===== src/rtl/word_serialize_tx.sv =====
// Word-link transmitter: serializes 32-bit frames MSB-first, two bits per clock, one word per
// 16-clock slot, with a sync preamble after enable and zero fill when nothing is queued.
//
//   state    | meaning
//   IDLE     | transmitting zero words, waiting for i_enable at a word boundary
//   PREAMBLE | sending SYNC_WORD frames so the far-end aligner can lock
//   DATA     | popping FIFO words; real frames go out, malformed ones become zeros
module word_serialize_tx #(
  parameter logic [31:0] SYNC_WORD       = 32'h8000_4000,
  parameter int          PREAMBLE_WORDS  = 4,
  parameter int          RESYNC_INTERVAL = 0
) (
  input  logic        i_ddr_clk,
  input  logic        i_rst,
  input  logic        i_enable,
  input  logic        i_fifo_empty,
  input  logic [31:0] i_fifo_data,
  output logic        o_fifo_pop,
  output logic [1:0]  o_ddr_data,
  output logic        o_drop,
  output logic [15:0] o_drop_count,
  output logic [1:0]  o_state
);

  typedef enum logic [1:0] {
    IDLE     = 2'd0,
    PREAMBLE = 2'd1,
    DATA     = 2'd2
  } state_t;

  localparam logic [15:0] PRE_LAST = 16'(PREAMBLE_WORDS - 1);
  localparam logic [15:0] RS_LIM   = 16'(RESYNC_INTERVAL);

  state_t      state, state_nxt;
  logic [3:0]  slot;
  logic [31:0] sreg;
  logic [31:0] word_nxt;
  logic [15:0] pre_cnt, pre_nxt;
  logic [15:0] rs_cnt, rs_nxt;
  logic [15:0] drop_cnt;
  logic        pop, drop;
  logic        boundary;
  logic        fifo_real, fifo_zero;

  assign boundary  = (slot == 4'hF);
  assign fifo_real = (i_fifo_data[31:30] == 2'b10) && !i_fifo_data[16] &&
                     (i_fifo_data[15:14] == 2'b01) && !i_fifo_data[0];
  assign fifo_zero = (i_fifo_data == 32'h0);

  always_comb begin
    state_nxt = state;
    pre_nxt   = pre_cnt;
    rs_nxt    = rs_cnt;
    word_nxt  = 32'h0;
    pop       = 1'b0;
    drop      = 1'b0;
    if (boundary) begin
      case (state)
        IDLE: begin
          if (i_enable) begin
            state_nxt = PREAMBLE;
            pre_nxt   = 16'd0;
          end
        end
        PREAMBLE: begin
          if (!i_enable) begin
            state_nxt = IDLE;
          end else begin
            word_nxt = SYNC_WORD;
            pre_nxt  = pre_cnt + 16'd1;
            if (pre_cnt >= PRE_LAST) begin
              state_nxt = DATA;
              rs_nxt    = 16'd0;
            end
          end
        end
        DATA: begin
          if (!i_enable) begin
            state_nxt = IDLE;
          end else if ((RS_LIM != 16'd0) && (rs_cnt >= RS_LIM)) begin
            // Resync slot: send one zero word, then replay the preamble.
            state_nxt = PREAMBLE;
            pre_nxt   = 16'd0;
          end else begin
            if (RS_LIM != 16'd0) rs_nxt = rs_cnt + 16'd1;
            if (!i_fifo_empty) begin
              pop = 1'b1;
              if (fifo_real)      word_nxt = i_fifo_data;
              else if (!fifo_zero) drop    = 1'b1;
            end
          end
        end
        default: state_nxt = IDLE;
      endcase
    end
  end

  always_ff @(posedge i_ddr_clk) begin
    if (i_rst) begin
      state      <= IDLE;
      slot       <= 4'd0;
      sreg       <= 32'h0;
      pre_cnt    <= 16'd0;
      rs_cnt     <= 16'd0;
      drop_cnt   <= 16'd0;
      o_ddr_data <= 2'b00;
    end else begin
      state      <= state_nxt;
      slot       <= slot + 4'd1;
      pre_cnt    <= pre_nxt;
      rs_cnt     <= rs_nxt;
      o_ddr_data <= sreg[31:30];
      sreg       <= boundary ? word_nxt : {sreg[29:0], 2'b00};
      if (drop && (drop_cnt != 16'hFFFF)) drop_cnt <= drop_cnt + 16'd1;
    end
  end

  // Pop and drop are same-cycle strobes so the FIFO advances on the load edge.
  assign o_fifo_pop   = pop  & ~i_rst;
  assign o_drop       = drop & ~i_rst;
  assign o_drop_count = drop_cnt;
  assign o_state      = state;

endmodule


===== config.mk =====
export PLATFORM = sky130hd
export DESIGN_NAME = word_serialize_tx
export DESIGN_NICKNAME = d
export VERILOG_FILES = /design/src/rtl/word_serialize_tx.sv
export SDC_FILE = /design/constraint.sdc
export NUM_CORES = 1
export LEC_CHECK = 0
export ABC_AREA = 1
export CAP_MARGIN = 10
export CORE_MARGIN = 2
export CORE_UTILIZATION = 54
export CTS_CLUSTER_SIZE = 30
export DETAILED_ROUTE_END_ITERATION = 16
export PLACE_DENSITY = 0.91
export SLEW_MARGIN = 15
export SYNTH_ARGS = -nofsm -noshare
export SYNTH_HDL_FRONTEND = slang
export SYNTH_SLANG_ARGS = --single-unit

===== constraint.sdc =====
create_clock -name i_ddr_clk -period 1.85 [get_ports i_ddr_clk]
set_input_delay 0.37 -clock i_ddr_clk [delete_from_list [all_inputs] [get_ports i_ddr_clk]]
set_output_delay 0.37 -clock i_ddr_clk [all_outputs]
set_load 0.05 [all_outputs]

* Word level (Yosys, flattened, before mapping)
Index checks and enable logic that the tools add are counted.
** Cells by class
- Shift-type cells :: 0
- $add $sub $neg :: 3
- Reductions and logical operators :: 12
- Multiply operators :: 0
- Equality and inequality tests :: 10
- Magnitude comparators :: 1
- Divide/modulo/power cells :: 0
- Bitwise operators :: 4
- Mux-type cells :: 24
** Operators by type and width (count)
- $mux W32 :: 5
- $pmux W32 S2 :: 1
- $add A16 B1 Y16 const B :: 2
- $logic_not A32 Y1 :: 1
- $mux W16 :: 2
- $pmux W16 S2 :: 1
- $ge A16 B2 Y1 const B :: 1
- $ne A16 B16 Y1 const B :: 1
- $mux W1 :: 10
- $mux W2 :: 4
- $reduce_and A4 Y1 :: 2
- $ne A2 B2 Y1 const B :: 3
- $pmux W2 S3 :: 1
- $add A4 B1 Y4 const B :: 1
- $eq A2 B1 Y1 const B :: 2
- $eq A2 B2 Y1 const B :: 2
- $eq A4 B4 Y1 const B :: 1
- $logic_and A1 B1 Y1 :: 4
- $ne A3 B3 Y1 const B :: 1
- $and A1 B1 Y1 :: 2
- $logic_not A1 Y1 :: 2
- $logic_not A2 Y1 :: 1
- $not A1 Y1 :: 2
- $reduce_bool A2 Y1 :: 1
- $reduce_or A2 Y1 :: 1
** Storage, ports and cells
- Register bits :: 72
- Memories :: 0
- ROM bits :: 0
- Logic and storage cells :: 61
- Bits of input ports :: 36
- Memory bits (writable) :: 0
- Bits in latches :: 0
- Output and inout bits :: 22

* Depth between registers and ports, before layout
- Word-level depth :: 10
- Mapped depth :: 12
- Gate-level depth less buffers :: 11

* Worst setup path before layout
OpenSTA, ideal clock, no wires.
- Path type :: register -> output
- Start :: register state[1] (netlist: o_state[1])
- End :: output port o_drop
- Setup slack :: -0.842 ns
- Data required time :: 1.480 ns
- Stages on the path, launching flop included :: 8
- Data arrival time :: 2.322 ns
- Path through :: dfxtp_1 -> ha_1 -> nand2_1 -> nor2_1 -> nand2_1 -> inv_1 -> nand2_1 -> nor3_1
** Between the ends
- Cells in the longest elaborated chain, start to end :: 4
** RTL lines
- from (decl) :: RTL line 34 : state_t state, state_nxt;
- from (signal assigned) :: RTL line 108 : state <= state_nxt;
- $eq A2 B2 Y1 :: RTL line 58 : case (state)
- $mux W1 :: RTL line 58
- $mux W1 :: RTL line 57 : if (boundary) begin
- $and A1 B1 Y1 :: RTL line 120 : assign o_drop = drop & ~i_rst;
- to (decl) :: RTL line 20 : output logic o_drop,
Every way passes these cells.

* Final worst setup path
- Start :: input port i_fifo_data[16]
- End :: output port o_drop
** Between the ends
- Cells in the longest elaborated chain, start to end :: 10
- Elaborated cells between the ends (all ways) :: 12
** RTL lines
- from (decl) :: RTL line 17 : input logic [31:0] i_fifo_data,
- branches (longest 4 deep; another with $logic_not A32 Y1)
- $mux W1 (*) :: RTL line 88 : if (fifo_real) word_nxt = i_fifo_data;
- $mux W1 (*) :: RTL line 86 : if (!i_fifo_empty) begin
- $mux W1 (*) :: RTL line 78 : if (!i_enable) begin
- $mux W1 (*) :: RTL line 58
- $mux W1 (*) :: RTL line 57
- $and A1 B1 Y1 (*) :: RTL line 120
Mark *: on every way between the ends.

==> flow_metrics.py <==
metrics = {
    "worst_setup_path": {
        "critical_path.endpoint_type": "primary output",
        "worst-path-max-fanout": 2,
        "critical_path.startpoint_type": "primary input",
        "worstPathArrival_ns": 1.64,
        "timing.critical_path.required_ns": 1.48,
        "setup.worst_path.class": "in2out",
    },
    "final_layout": {
        "layout.cell_area.non_filler_sq_um": 5030,
        "n_antenna_cell": 0,
        "finish.net_count": 692,
        "areaGrowthSynthToFinish_pct": 38.4,
        "n_fill_cell": 418,
        "post_route_cells_drive_above_1_share_pct": 21.1,
    },
    "drt": {
        "drt_first_iter_violations": 240,
        "finalWirelength_mm": 10.6,
        "detail_route.drc_violations": 0,
        "detail_route.vias_per_cell": 5.53,
        "wl_per_cell_um": 14.5,
        "vias": 4045,
        "number_of_optimization_iterations_in_the_first_detailed_route_pass": 5,
        "ant_nets": 0,
    },
    "place": {
        "post_dp_cell_area_sq_um": 4580,
        "place.gp.congestion": 0.941,
        "hpwl_mm": 7.07,
        "io_buffer_count": 57,
    },
    "synth": {
        "yosysTopAreaCellShare_pct": 39.7,
        "mappedNetlistNets": 585,
        "netlist_instances": 543,
        "synth_top_cells_by_area": "sky130_fd_sc_hd__dfxtp_1 (40%), sky130_fd_sc_hd__nand2_1 (16%), sky130_fd_sc_hd__inv_1 (6.8%)",
        "netlist-cell-type-count": 29,
        "syn_avg_cell_area_sq_um": 6.69,
        "netlist.top_cell.by_area": "sky130_fd_sc_hd__dfxtp_1",
        "synth.yosys.seq_area_share_pct": 39.7,
        "synth_warnings": 0,
        "number_of_register_bits_inferred_by_synthesis": 72,
        "synthesis.area_sq_um": 3630,
    },
    "global_routing": {
        "grt_antenna_before_repair": 0,
        "grt_first_pass_wirelength_mm": 16.5,
        "grt_max_degree": 31,
        "overflow_left_after_global_routing": 0,
        "first_global_vias": 3742,
        "track_usage_pct": 28.3,
    },
    "timing": {
        "final_worst_slack_ns": -0.160,
        "timing.slew.headroom_pct": 66.6,
        "timing_worst_slew_pin_value_ns": 0.500,
        "minimum_period_implied_by_the_final_worst_setup_slack_ns": 2.01,
        "holdWs_ns": 0.381,
        "finalCritPeriodShare_pct": 109,
        "drv_slew": 0,
        "setup-violations-final": 2,
        "clock-skew-final_ns": 0.0122,
        "timing.final.hold_violations": 0,
        "clock.fmax_mhz": 498,
        "rsz_0062_raised_after_global_routing": "yes",
    },
    "floorplanning": {
        "boundaryPins": 58,
        "die-width_um": 86.0,
        "num_rows": 29,
        "core_area_sq_um": 6420,
        "starting_density_pct": 56.6,
        "die_area_sq_um": 7400,
        "die_height_um": 86.0,
    },
    "outcome": {
        "violations": "negative setup slack",
        "status": "complete, but fails checks",
    },
    "clock_tree": {
        "cts.sink_count": 72,
        "clock_latency_ns": 0.37,
        "cts.reportedPaths.clkPinSlew_ns": 0.08,
        "cts_h_tree_lvls": 3,
        "tritoncts": "done",
        "inserted_clock_buffers": 9,
        "cts-root-to-sink-buffers": 2,
        "root_buffer": "sky130_fd_sc_hd__clkbuf_8",
    },
    "worst_hold_path": {
        "hold_class": "in2reg",
    },
    "power": {
        "vdd.ir_drop.worst_mv": 0.591,
        "static-leakage-power_uw": 0.00211,
        "power.density_nw_per_um2": 621,
        "total_power_uw": 3130,
    },
    "run": {
        "maxCapViolCount": 0,
    },
}
==> power breakdown <==
part	switching (uW)	internal [uW]	total [uW]
combinational	93.4	111	205
clock	610	747	1360
sequential	6.61	1560	1560
==> synth_stat cells <==
| library cell | n |
|---|---|
| sky130_fd_sc_hd__nand2_1 | 158 |
| sky130_fd_sc_hd__ha_1 | 6 |
| sky130_fd_sc_hd__nand3_1 | 41 |
| sky130_fd_sc_hd__dfxtp_1 | 72 |
| sky130_fd_sc_hd__nor3_1 | 15 |
| sky130_fd_sc_hd__nor2_4 | 3 |
| sky130_fd_sc_hd__conb_1 | 1 |
| sky130_fd_sc_hd__xor2_1 | 6 |
| sky130_fd_sc_hd__a21oi_2 | 7 |
| sky130_fd_sc_hd__nand3_4 | 1 |
| sky130_fd_sc_hd__buf_2 | 1 |
| sky130_fd_sc_hd__nor2_1 | 64 |
| sky130_fd_sc_hd__o21a_1 | 1 |
| sky130_fd_sc_hd__o21ai_2 | 1 |
| sky130_fd_sc_hd__nor4_1 | 1 |
| sky130_fd_sc_hd__inv_2 | 2 |
| sky130_fd_sc_hd__buf_6 | 3 |
| sky130_fd_sc_hd__o211ai_1 | 1 |
| sky130_fd_sc_hd__a211oi_1 | 1 |
| sky130_fd_sc_hd__inv_1 | 66 |
| sky130_fd_sc_hd__nand2_2 | 1 |
| sky130_fd_sc_hd__nand4_1 | 23 |
| sky130_fd_sc_hd__nand3b_1 | 2 |
| sky130_fd_sc_hd__nor3b_1 | 1 |
| sky130_fd_sc_hd__nand4_4 | 1 |
| sky130_fd_sc_hd__clkbuf_1 | 10 |
| sky130_fd_sc_hd__a21oi_1 | 47 |
| sky130_fd_sc_hd__o21ai_0 | 6 |
| sky130_fd_sc_hd__buf_4 | 1 |
==> flip-flops by register name, summed over array words and instances, names as in the netlist <==
register      count
slot              4
o_ddr_data        2
o_state           2
pre_cnt          16
o_drop_count     16
sreg             32
==> cell usage in the layout, fill, tap and decap left out, types with 6 or more instances in the layout <==
cell type,count
sky130_fd_sc_hd__a21oi_1,47
sky130_fd_sc_hd__a21oi_2,7
sky130_fd_sc_hd__buf_12,6
sky130_fd_sc_hd__buf_4,66
sky130_fd_sc_hd__clkbuf_8,9
sky130_fd_sc_hd__clkdlybuf4s50_1,26
sky130_fd_sc_hd__dfxtp_1,66
sky130_fd_sc_hd__dlymetal6s2s_1,8
sky130_fd_sc_hd__inv_1,61
sky130_fd_sc_hd__nand2_1,153
sky130_fd_sc_hd__nand3_1,38
sky130_fd_sc_hd__nand4_1,23
sky130_fd_sc_hd__nor2_1,57
sky130_fd_sc_hd__nor2_4,7
sky130_fd_sc_hd__nor3_1,12
sky130_fd_sc_hd__o21ai_0,6
sky130_fd_sc_hd__xor2_1,6
==> timing repair <==
action                     CTS  global route
setup buffers                8             2
resized for setup           19            30
cloned                       0             1
pin swaps                    6            16
hold buffers                 0             0
setup endpoints to repair    3            30
==> kinds of logic after synthesis <==
| logic type | share of synthesized area, % |
|---|---|
| other | 0.103 |
| XOR/XNOR | 1.45 |
| AND/OR/NAND/NOR | 37.6 |
| buffers and inverters | 9.33 |
| flip-flops | 39.7 |
| AO/OA/AOI/OAI | 9.85 |
| adder cells (fa/ha/maj) | 2.07 |
==> metrics by stage <==
step	setup TNS, ns	cells	utilization, %	setup WS (ns)
floorplan	0	543	-	0.0273
global placement	-3.90	705	71.3	-0.212
detailed placement	-7.62	705	71.3	-0.298
CTS	-0.347	728	76.3	-0.181
global route	-0.470	731	78.3	-0.201
finish	-0.280	731	78.3	-0.160
==> routing by layer <==
metal	vias to the layer above	global-route usage, %	routed length, um
met5	-	0	0
met4	0	12.3	354
li1	1960	-	-
met2	181	50.9	5380
met1	1865	31.6	4090
met3	39	6.74	759
==> final timing paths <==
path,startpoint,to,slack (ns),cells past startpoint
hold / removal,i_rst,o_drop_count[4],0.38,2
setup reg to reg,slot[1],o_drop_count[14],0.08,10
setup / recovery,i_fifo_data[16],o_drop,-0.16,6
hold reg to reg,sreg[31],o_ddr_data[1],0.41,2
==> worst max-delay path, stage by stage <==
cell and delay (ns):
sky130_fd_sc_hd__clkdlybuf4s50_1 0.46, sky130_fd_sc_hd__nor2_2 0.15, sky130_fd_sc_hd__nand4_1 0.26, sky130_fd_sc_hd__nand2_4 0.18, sky130_fd_sc_hd__nor3_4 0.06, sky130_fd_sc_hd__buf_12 0.16
==> cell type report <==
| type | instances | area, sq um | area share, % |
|---|---|---|---|
| sequential | 72 | 1450 | 28.8 |
| timing repair buffer | 110 | 1010 | 20.1 |
| clock inverter | 6 | 83.8 | 1.67 |
| multi-input combinational | 389 | 2010 | 39.9 |
| tap | 77 | 96.3 | 1.91 |
| inverter | 68 | 260 | 5.17 |
| clock buffer | 9 | 124 | 2.46 |
Power figures use the tool's default switching activity.
==> RTL edit (config.mk and constraints unchanged) <==
Make the reset (`i_rst`) asynchronous in one clocked block.
--- a/src/rtl/word_serialize_tx.sv
+++ b/src/rtl/word_serialize_tx.sv
@@ -95,7 +95,7 @@
     end
   end
 
-  always_ff @(posedge i_ddr_clk) begin
+  always_ff @(posedge i_ddr_clk or posedge i_rst) begin
     if (i_rst) begin
       state      <= IDLE;
       slot       <= 4'd0;
Formal check against the unedited RTL: no difference found for any inputs over 10 cycles, from zero or initial values and one cycle with i_rst high; that may be too few to reach the edited logic, so the function may still have changed.
==> RTL edit against the original RTL <==
The run still ends with negative setup slack left. Via count is 0.42% lower. Clock skew is 0.0038 ns higher. Synthesized area is 6.1% higher. Non-clock buffer count is 11 lower. Register-to-register slack worse by 0.20 ns. Sequential cell count stayed put. Cell area is 6.4% higher. Setup slack worse by 0.094 ns. First-iteration DRC count is 84% higher. Wire length is 8.0% higher. Maximum frequency is 4.5% lower. Critical endpoint unchanged.
Power is not compared: it rests on default switching activity, and its combinational part moved more than twofold at a synthesized area within 25%.
==> RTL edit: results (changes against the original RTL) <==
| Metric | Value |
|---|---|
| Inverters | `83 (+22%)` |
| HP Class | `flop to flop` |
| Synth Area in Compound Gates | `6.357% (-3.5 points)` |
| Setup Viol. Count Final | `25 (+23)` |
| CP delay by family, top | `buffers and inverters` |
| Met2 Use GR | `45.04% (-5.8 points)` |
| R2r endpoint | `pre_cnt[5]` |
| Max incr delay on CP | `0.54 ns (+0.08 ns)` |
| WL met3 | `934 µm (+23%)` |
| Worst R2R Setup Slack | `-0.12 ns (-0.20 ns)` |
| Distinct cell type count after synthesis | `32 (+10%)` |
| Non-Clock Buffer Area Fraction | `18.39% (-1.7 points)` |
| Setup TNS | `-1.481 ns (-1.201 ns)` |
| Clock Tree Buf Depth | `2 (unchanged)` |
| Area contributors post-synth | `dfrtp_1, nand2_1, inv_1` |
| First-pass GRT wire length | `15.84 mm (-4.1%)` |
| Final net count | `659 (-4.8%)` |
| Wire per inst | `15.92 µm (+10%)` |
| Layout Cells excl Fill | `718 (-1.8%)` |
| Seq/total area | `33.70% (+4.9 points)` |
| WHS Endpoint | `o_ddr_data[1]` |
| DR vias/cell | `5.610 (+1.4%)` |
| Largest net degree at the start of global routing | `33 (+6.5%)` |
| GRT Total Usage | `26.03% (-2.3 points)` |
| Number of fill cells | `434 (+3.8%)` |
| Failing checks | `negative setup slack` |
| Non-CTS buffers | `99 (-10%)` |
| Number of global-route vias before repair | `3645 (-2.6%)` |
| DP Cell Count | `690 (-2.1%)` |
| Syn nets | `560 (-4.3%)` |
| Multi-input gates | `352 (-9.5%)` |
| Synth top cells by count | `nand2_1, inv_1, dfrtp_1` |
| Place WS | `-0.3940 ns (-0.09605 ns)` |
| Worst Skew | `0.01606 ns (+0.003825 ns)` |
| Share of cells above drive strength 1 | `23.47% (+2.4 points)` |
| Worst slew margin | `66.66% (about the same)` |
| M1 GR Usage | `31.58% (-0.050 points)` |
| DRT iter0 DRCs | `441 (+84%)` |
| Worst Slack Setup Final | `-0.2540 ns (-0.09426 ns)` |
| Adder-cell area share of the yosys netlist | `1.946% (-0.12 points)` |
| Fraction of area in multi-input gates | `35.99% (-3.9 points)` |
| XOR/XNOR Fraction of Synth Area | `1.816% (+0.37 points)` |
| Wl on met1 | `4.293 mm (+4.9%)` |
| RePlAce Congestion | `0.9283 (-1.3%)` |
| Final Cell Area | `0.005354 mm² (+6.4%)` |
| Met3 Use GR | `3.825% (-2.9 points)` |
| Outcome | `complete, but fails checks` |
| Worst Path Max Fanout | `2 (unchanged)` |
| R2r startpoint | `o_state[0]` |
| Clk cell area share | `3.692% (-0.44 points)` |
| WP data arrival | `1.73 ns (+0.09 ns)` |
| Clock buf count | `11 (+2)` |
| Worst r2r path cells | `12 (+2)` |
| Syn Area/Cell | `7.447 µm² (+11%)` |
| Register area share after synthesis | `46.71% (+7.1 points)` |
| WHS Path Cells | `0 (-2)` |
| DP Wirelength | `6.686 mm (-5.5%)` |
| Final hold slack | `0.3520 ns (-0.02876 ns)` |
-- RTL edit: cell count changes after synthesis, moves of 7 or more --
| cell | before | now |
|---|---|---|
| nand3_1 | 41 | 24 |
| o21ai_1 | 0 | 35 |
| nor3_1 | 15 | 6 |
| dfrtp_1 | 0 | 72 |
| dfxtp_1 | 72 | 0 |
| nand4_1 | 23 | 34 |
| a21oi_1 | 47 | 4 |
| inv_1 | 66 | 76 |
| nor2_1 | 64 | 57 |
| a21oi_2 | 7 | 0 |
-- RTL edit: worst max path at each step --
| stage | endpoint | startpoint | cells past startpoint |
|---|---|---|---|
| after floorplan | o_drop | o_state[0] | 8 |
| after global placement | o_drop | i_enable | 8 |
| after detailed placement | o_drop | i_enable | 8 |
| after CTS | o_drop | o_state[0] | 9 |
| after global routing | o_drop | i_fifo_data[16] | 9 |
| final | o_drop | i_fifo_data[0] | 9 |
-- RTL edit: timing repair --
action                     CTS  global route
buffers inserted             3             5
setup endpoints to repair   18            50
gates cloned                 0             4
resized for setup           10            58
pin swaps                    5            16
